File: config.mk
export PLATFORM = sky130hd
export DESIGN_NAME = hssaer_dec
export DESIGN_NICKNAME = d
export VERILOG_FILES = /design/src/rtl/hssaer_dec.sv
export SDC_FILE = /design/constraint.sdc
export NUM_CORES = 1
export LEC_CHECK = 0
export BUFFER_PORTS_ARGS = -buffer_cell sky130_fd_sc_hd__buf_4
export CAP_MARGIN = 20
export CORE_ASPECT_RATIO = 0.6
export CORE_MARGIN = 2
export CORE_UTILIZATION = 50
export CTS_CLUSTER_SIZE = 10
export DETAILED_ROUTE_END_ITERATION = 16
export HOLD_SLACK_MARGIN = 0.02
export PLACE_DENSITY = 0.71
export SLEW_MARGIN = 20
export SYNTH_ARGS = -nofsm -noshare
export SYNTH_HDL_FRONTEND = slang
export SYNTH_SLANG_ARGS = --single-unit
File: constraint.sdc
create_clock -name clk -period 2.55 [get_ports clk]
set_clock_uncertainty 0.1 [all_clocks]
set_input_delay 0.51 -clock clk [delete_from_list [all_inputs] [get_ports clk]]
set_output_delay 0.51 -clock clk [all_outputs]
set_load 0.1 [all_outputs]
File: src/rtl/hssaer_dec.sv
// HSSAER receive decoder: NRZI-decodes two DDR line samples per clock and
// frames the transition stream into dsize-bit words, keepalives and errors.
module hssaer_dec #(
  parameter int dsize = 8
) (
  input  logic             clk,
  input  logic             rst,
  input  logic [1:0]       rxd,
  input  logic             en,
  output logic [dsize-1:0] dout,
  output logic             dvalid,
  output logic             alive,
  output logic             ferr,
  output logic             busy,
  output logic [7:0]       ferr_cnt
);

  localparam int CW = $clog2(dsize + 1);

  localparam logic [1:0] IDLE = 2'd0;
  localparam logic [1:0] DATA = 2'd1;
  localparam logic [1:0] STOP = 2'd2;

  logic [1:0]       state, state_n;
  logic             prev;
  logic [dsize-1:0] sr, sr_n, word;
  logic [CW-1:0]    cnt, cnt_n;
  logic             t1, t0, bit_v;
  logic             good, keep, err;

  assign t1   = rxd[1] ^ prev;
  assign t0   = rxd[0] ^ rxd[1];
  assign busy = (state != IDLE);

  // Two unrolled framing steps per clock: t1 first, then t0. The word is
  // captured at the stop bit so a start bit in the same clock cannot clobber it.
  always_comb begin
    state_n = state;
    sr_n    = sr;
    cnt_n   = cnt;
    word    = sr;
    good    = 1'b0;
    keep    = 1'b0;
    err     = 1'b0;
    bit_v   = 1'b0;
    for (int i = 0; i < 2; i++) begin
      bit_v = (i == 0) ? t1 : t0;
      case (state_n)
        IDLE: begin
          if (bit_v) begin
            state_n = DATA;
            sr_n    = '0;
            cnt_n   = '0;
          end
        end
        DATA: begin
          if (dsize > 1) sr_n = {sr_n[dsize-2:0], bit_v};
          else           sr_n = bit_v;
          cnt_n = cnt_n + CW'(1);
          if (cnt_n == CW'(dsize)) state_n = STOP;
        end
        STOP: begin
          state_n = IDLE;
          word    = sr_n;
          if (bit_v)           good = 1'b1;
          else if (sr_n == '0) keep = 1'b1;
          else                 err  = 1'b1;
        end
        default: state_n = IDLE;
      endcase
    end
    if (!en) begin
      state_n = IDLE;
      good    = 1'b0;
      keep    = 1'b0;
      err     = 1'b0;
    end
  end

  always_ff @(posedge clk or posedge rst) begin
    if (rst) begin
      state    <= IDLE;
      prev     <= 1'b0;
      sr       <= '0;
      cnt      <= '0;
      dout     <= '0;
      dvalid   <= 1'b0;
      alive    <= 1'b0;
      ferr     <= 1'b0;
      ferr_cnt <= 8'd0;
    end else begin
      prev   <= rxd[0];
      state  <= state_n;
      sr     <= sr_n;
      cnt    <= cnt_n;
      dvalid <= good;
      alive  <= keep;
      ferr   <= err;
      if (good) dout <= word;
      if (err && ferr_cnt != 8'hFF) ferr_cnt <= ferr_cnt + 8'd1;
    end
  end

endmodule

# After elaboration in Yosys (flattened, before gate mapping)
# Index checks and enable logic that the tools add are counted.
[classes]
muxes = 35
addsub = 3
bitwise = 2
n_reduce_logical = 6
n_eq_ne = 7
[op_table]
columns = ["op", "n"]
rows = [
  ["8-bit one-hot mux with 2 select lines", 2],
  ["8-bit 2-to-1 mux", 3],
  ["1-bit 2-to-1 mux", 19],
  ["8-bit zero test", 2],
  ["4-bit one-hot mux with 2 select lines", 2],
  ["2-bit 2-to-1 mux", 5],
  ["4-bit by 1-bit adder with 4-bit output, second input constant", 2],
  ["8-bit by 1-bit adder with 8-bit output, second input constant", 1],
  ["4-bit equality test, second input constant", 2],
  ["4-bit 2-to-1 mux", 2],
  ["8-bit != test, second input constant", 1],
  ["2-bit one-hot mux with 2 select lines", 2],
  ["2-bit by 1-bit equality test with 1-bit output, second input constant", 2],
  ["2-bit equality test, second input constant", 2],
  ["2-bit zero test", 2],
  ["2-bit nonzero test", 1],
  ["1-bit XOR", 2],
  ["1-bit logical AND", 1],
]
[totals]
output_inout_bits = 20
inputBits = 5
register_bits = 34
wordCells = 62

# Logic depth before layout (Yosys ltp)
[depth]
depth_word = 9
mapped_depth = 8
mapped_depth_nobuf = 7

# Worst setup path after synthesis
# Ideal clock, no wire load.
[synth_path]
path_kind = "reg2reg"
start = "register ferr_cnt[0]"
end = "register ferr_cnt[1]"
setup_time_ns = 0.126
path_stages_with_launch = 6
t_arrival_ns = 2.119
slack_ns = 0.206
required_time_ns = 2.324
period_less_slack_ns = 2.344
path_cell_list = "dfrtp_1 -> ha_1 -> nand3_1 -> o21ai_1 -> nor2_1 -> mux2_2"
[synth_between]
elab_chain_cells = 2
[synth_rtl]
columns = ["item", "line_no", "source"]
rows = [
  ["from (decl)", "15", "output logic [7:0] ferr_cnt"],
  ["from (signal assigned)", "100", "if (err && ferr_cnt != 8'hFF) ferr_cnt <= ferr_cnt + 8'd1;"],
  ["parallel branches: the longest is 2 deep, another holds 8-bit by 1-bit adder with 8-bit output", "n/a", ""],
]
# Parallel ways; which one is timed is not known.
# A chain may end at the register's enable or synchronous reset.

# Worst setup path after layout
[layout_path]
start = "register cnt[1]"
end = "register ferr_cnt[1]"
[layout_between]
elab_chain_cells = 8
[layout_rtl]
columns = ["item", "line_no", "source"]
rows = [
  ["from (decl)", "27", "logic [CW-1:0] cnt, cnt_n;"],
  ["from (signal assigned)", "95", "cnt <= cnt_n;"],
  ["4-bit by 1-bit adder with 4-bit output", "59", "cnt_n = cnt_n + CW'(1);"],
  ["4-bit equality test", "60", "if (cnt_n == CW'(dsize)) state_n = STOP;"],
  ["2-bit 2-to-1 mux", "60", ""],
  ["2-bit one-hot mux with 2 select lines", "48", "case (state_n)"],
  ["2-bit equality test", "48", ""],
  ["1-bit 2-to-1 mux", "48", ""],
  ["1-bit 2-to-1 mux", "72", "if (!en) begin"],
  ["1-bit logical AND", "100", ""],
]
# Every way passes these cells.

==> impl_metrics.csv <==
group,metric,value,unit
timing,setup_viol,0,
clock_network,cts_htree_levels,2,
floorplan,die_x,82.83,um
grt,grt_pass1_vias,1573,
timing,fin_crit_sh,0.8861,
grt,grt_pass1_wl,8.004,mm
critical_path,crit_fanout,8,
synthesis,syn_avg_cell_area,9.416,sq um
clock_network,cts-root-buf,"clkbuf_8",
layout,multi_input_area,964.7,sq um
grt,antenna_found_initial,0,
pwr,comb_power_share,0.349,
clock_network,clock_sinks,34,
grt,grt.total_usage,0.2420,
synthesis,async_reset_ff_frac,1.000,
timing,slew_viol_final,0,
critical_path,slowest_delay,0.55,ns
routing,wirelength,4.728,mm
layout,fill_cells,298,
layout,final_nets,241,
floorplan,design.die.area,4249,sq um
clock_network,cts_buffers,5,
pwr,swShare,0.3997,
timing,min_period,2.260,ns
floorplan,io_pins,25,
synthesis,synth_flop_cell,"dfrtp_1",
clock_network,postCtsSetupBuffers,0,
floorplan,initial_core_util,0.5156,
place,io_buffers,24,
grt,grt_max_degree,19,
layout,seqCellArea,850.8,sq um
critical_path,endpoint_kind,"register",
pwr,p_leak,1.099,nW
grt,overflow,0,
critical_path,critPathTopFamily,"compound AO/OA/AOI/OAI gates",
pwr,p_per_area,715.3,nW/um^2
routing,wl_per_cell,16.89,um
routing,drc,0,
synthesis,synth_edf_count,0,
routing,vias,1680,
critical_path,cp.required,2.61,ns
pwr,clkPwrFrac,0.230,
layout,areaGrowthSynthToFinish,20.40,%
status,status,"finished, final reports clean",
pwr,p_int,0.9638,mW
clock_network,post_cts_resized,0,
synthesis,yosysUniqueCellTypes,43,
routing,drt_iter0_drc,104,
synthesis,syn_inst,198,
floorplan,core,3616,sq um
timing,max_slew.worst_pin.slew,0.7233,ns
layout,drive_above_1_share,0.2189,
clock_network,cts_buffer_depth,2,
critical_path,path_class,"reg2reg",
timing,fmax,442.6,MHz
clock_network,clk_latency,0.28,ns
critical_path,critical_path_buf_inv_count,0,
pwr,p_sw,0.6418,mW
timing,rsz0062_at_grt,"no",
critical_path,cp.arrival,2.32,ns
hold_path,min_path_type,"in2async",
floorplan,dieHeight,51.30,um
routing,firstDrtPassIters,5,
routing,antenna_left,0,
critical_path,critical_path.cell_chain,"ha_1 -> o211ai_4 -> o41a_4 -> nor2_1 -> mux2_2",
floorplan,fp-row-count,17,
timing,tns,0,ns
place,place_congestion,0.9073,
timing,final_hold_viol_count,0,
pwr,seq_power_share,0.421,
layout,antennaDiodeCount,0,
critical_path,slowest_stage,"o41a_4",
timing,max-slew-margin-rel,0.5173,
timing,setup_slack,0.2904,ns
clock_network,cts_tree,"yes",
place,place_ws,0.1338,ns
clock_network,path_clk_slew,0.06,ns
clock_network,cts_hold_buf,0,
critical_path,crit_path_start_kind,"register",
flow_run,drv_cap,0,
place,post-dp-hpwl,3.532,mm
synthesis,syn_area,1864,sq um
synthesis,ys_warn_count,0,
synthesis,ys_seq_area_frac,0.4564,
synthesis,ys_seq_elements,34,
routing,vias_per_cell,6.000,
synthesis,syn-num-nets,206,
pwr,irDropWorstVdd,0.4059,mV
-- sequential cells by signal, indices dropped and copies added, names as in the netlist --
signal	flops
ferr	1
state	2
dvalid	1
sr	8
prev	1
dout	8
ferr_cnt	8
cnt	4
alive	1
-- area by class of cell --
cell class                 count  share of cell area
timing repair buffer          36              0.1260
tap                           47             0.02620
sequential                    34              0.3790
clock buffer                   7             0.03400
inverter                       3            0.005017
multi-input combinational    153              0.4298
-- cell usage in the layout, fill, tap and decap left out, types with 2 or more instances in the layout --
master    count
nor4_1        4
nand2b_1      2
buf_4        35
and2_1        2
clkbuf_8      5
nor2_1       20
nand2_1      27
clkbuf_1      2
inv_1         3
nand3_1       6
a31oi_1       2
nor3_1        3
dfrtp_1      34
xnor2_1       4
a22oi_1       7
nand4_1       4
a21o_1        6
a211oi_1      6
ha_1          3
nor2b_1       2
or2_2         2
o21ai_0      16
xor2_1       10
a21oi_1       7
nor3b_1       2
-- power groups by stage --
| stage | clock network (mW) | logic [mW] | registers (mW) |
|---|---|---|---|
| 2_1_floorplan | 0 | 0.301 | 0.780 |
| 3_3_place_gp | 0 | 0.535 | 0.677 |
| 3_5_place_dp | 0 | 0.551 | 0.683 |
| 4_1_cts | 0.384 | 0.553 | 0.674 |
| 5_1_grt | 0.401 | 0.607 | 0.684 |
| 6_report | 0.369 | 0.561 | 0.676 |
-- through the flow --
stage	util	std cells	cell area, sq um	total power [mW]	hold slack, ns
after floorplan	-	198	1864	1.081	0.4048
after global placement	0.5997	273	2168	1.213	0.3616
after detailed placement	0.5997	273	2168	1.234	0.3679
after CTS	0.6208	280	2245	1.611	0.2568
after global routing	0.6208	280	2245	1.692	0.2542
final	0.6208	280	2245	1.606	0.2499
-- worst paths after layout --
| kind | from | to | slack, ns | cells past startpoint |
|---|---|---|---|---|
| hold / removal | rst | prev | 0.25 | 2 |
| setup / recovery | cnt[1] | ferr_cnt[1] | 0.29 | 5 |
| max in group asynchronous | rst | dout[3] | 1.56 | 3 |
| min in group clk | rxd[0] | prev | 0.26 | 1 |
| hold reg to reg | dout[5] | dout[5] | 0.38 | 1 |
| setup reg to reg | cnt[1] | ferr_cnt[1] | 0.29 | 5 |
-- layer usage --
| layer | global-route usage | part of all wire | up-vias |
|---|---|---|---|
| li1 | - | - | 785 |
| met1 | 0.3483 | 0.47 | 803 |
| met2 | 0.3669 | 0.44 | 85 |
| met3 | 0.05977 | 0.078 | 7 |
| met4 | 0.06284 | 0.0099 | 0 |
| met5 | 0 | 0 | - |
-- kinds of logic (layout without fill, tap and decap cells) --
family / after synthesis / in the layout / synth area share
simple gates: 76 / 76 / 0.1899
compound gates: 59 / 59 / 0.2356
flops: 34 / 34 / 0.4564
xor+xnor: 14 / 14 / 0.06577
buf+inv: 11 / 46 / 0.02617
fa+ha+maj: 3 / 3 / 0.02014
mux: 1 / 1 / 0.006040
-- worst reg2reg max path, delay by kind of cell (launching register included) --
family / cells / cell delay (ns)
and+or+nand+nor: 1 / 0.23
AOI/OAI and AO/OA: 2 / 0.66
DFF: 1 / 0.48
muxes: 1 / 0.38
adders and majority gates: 1 / 0.30
-- cell usage after synthesis, drive strengths merged, types with 6 or more instances --
library cell  number  area, sq um
a211oi             6        45.04
a21oi              7        35.03
o21ai             17        85.08
xor2              10        87.58
dfrtp             34        850.8
nand3              6        30.03
a22oi              8        65.06
a21o               6        45.04
nor2              20        75.07
nand2             27        101.4
No activity file was read; power rests on OpenSTA's default activity.
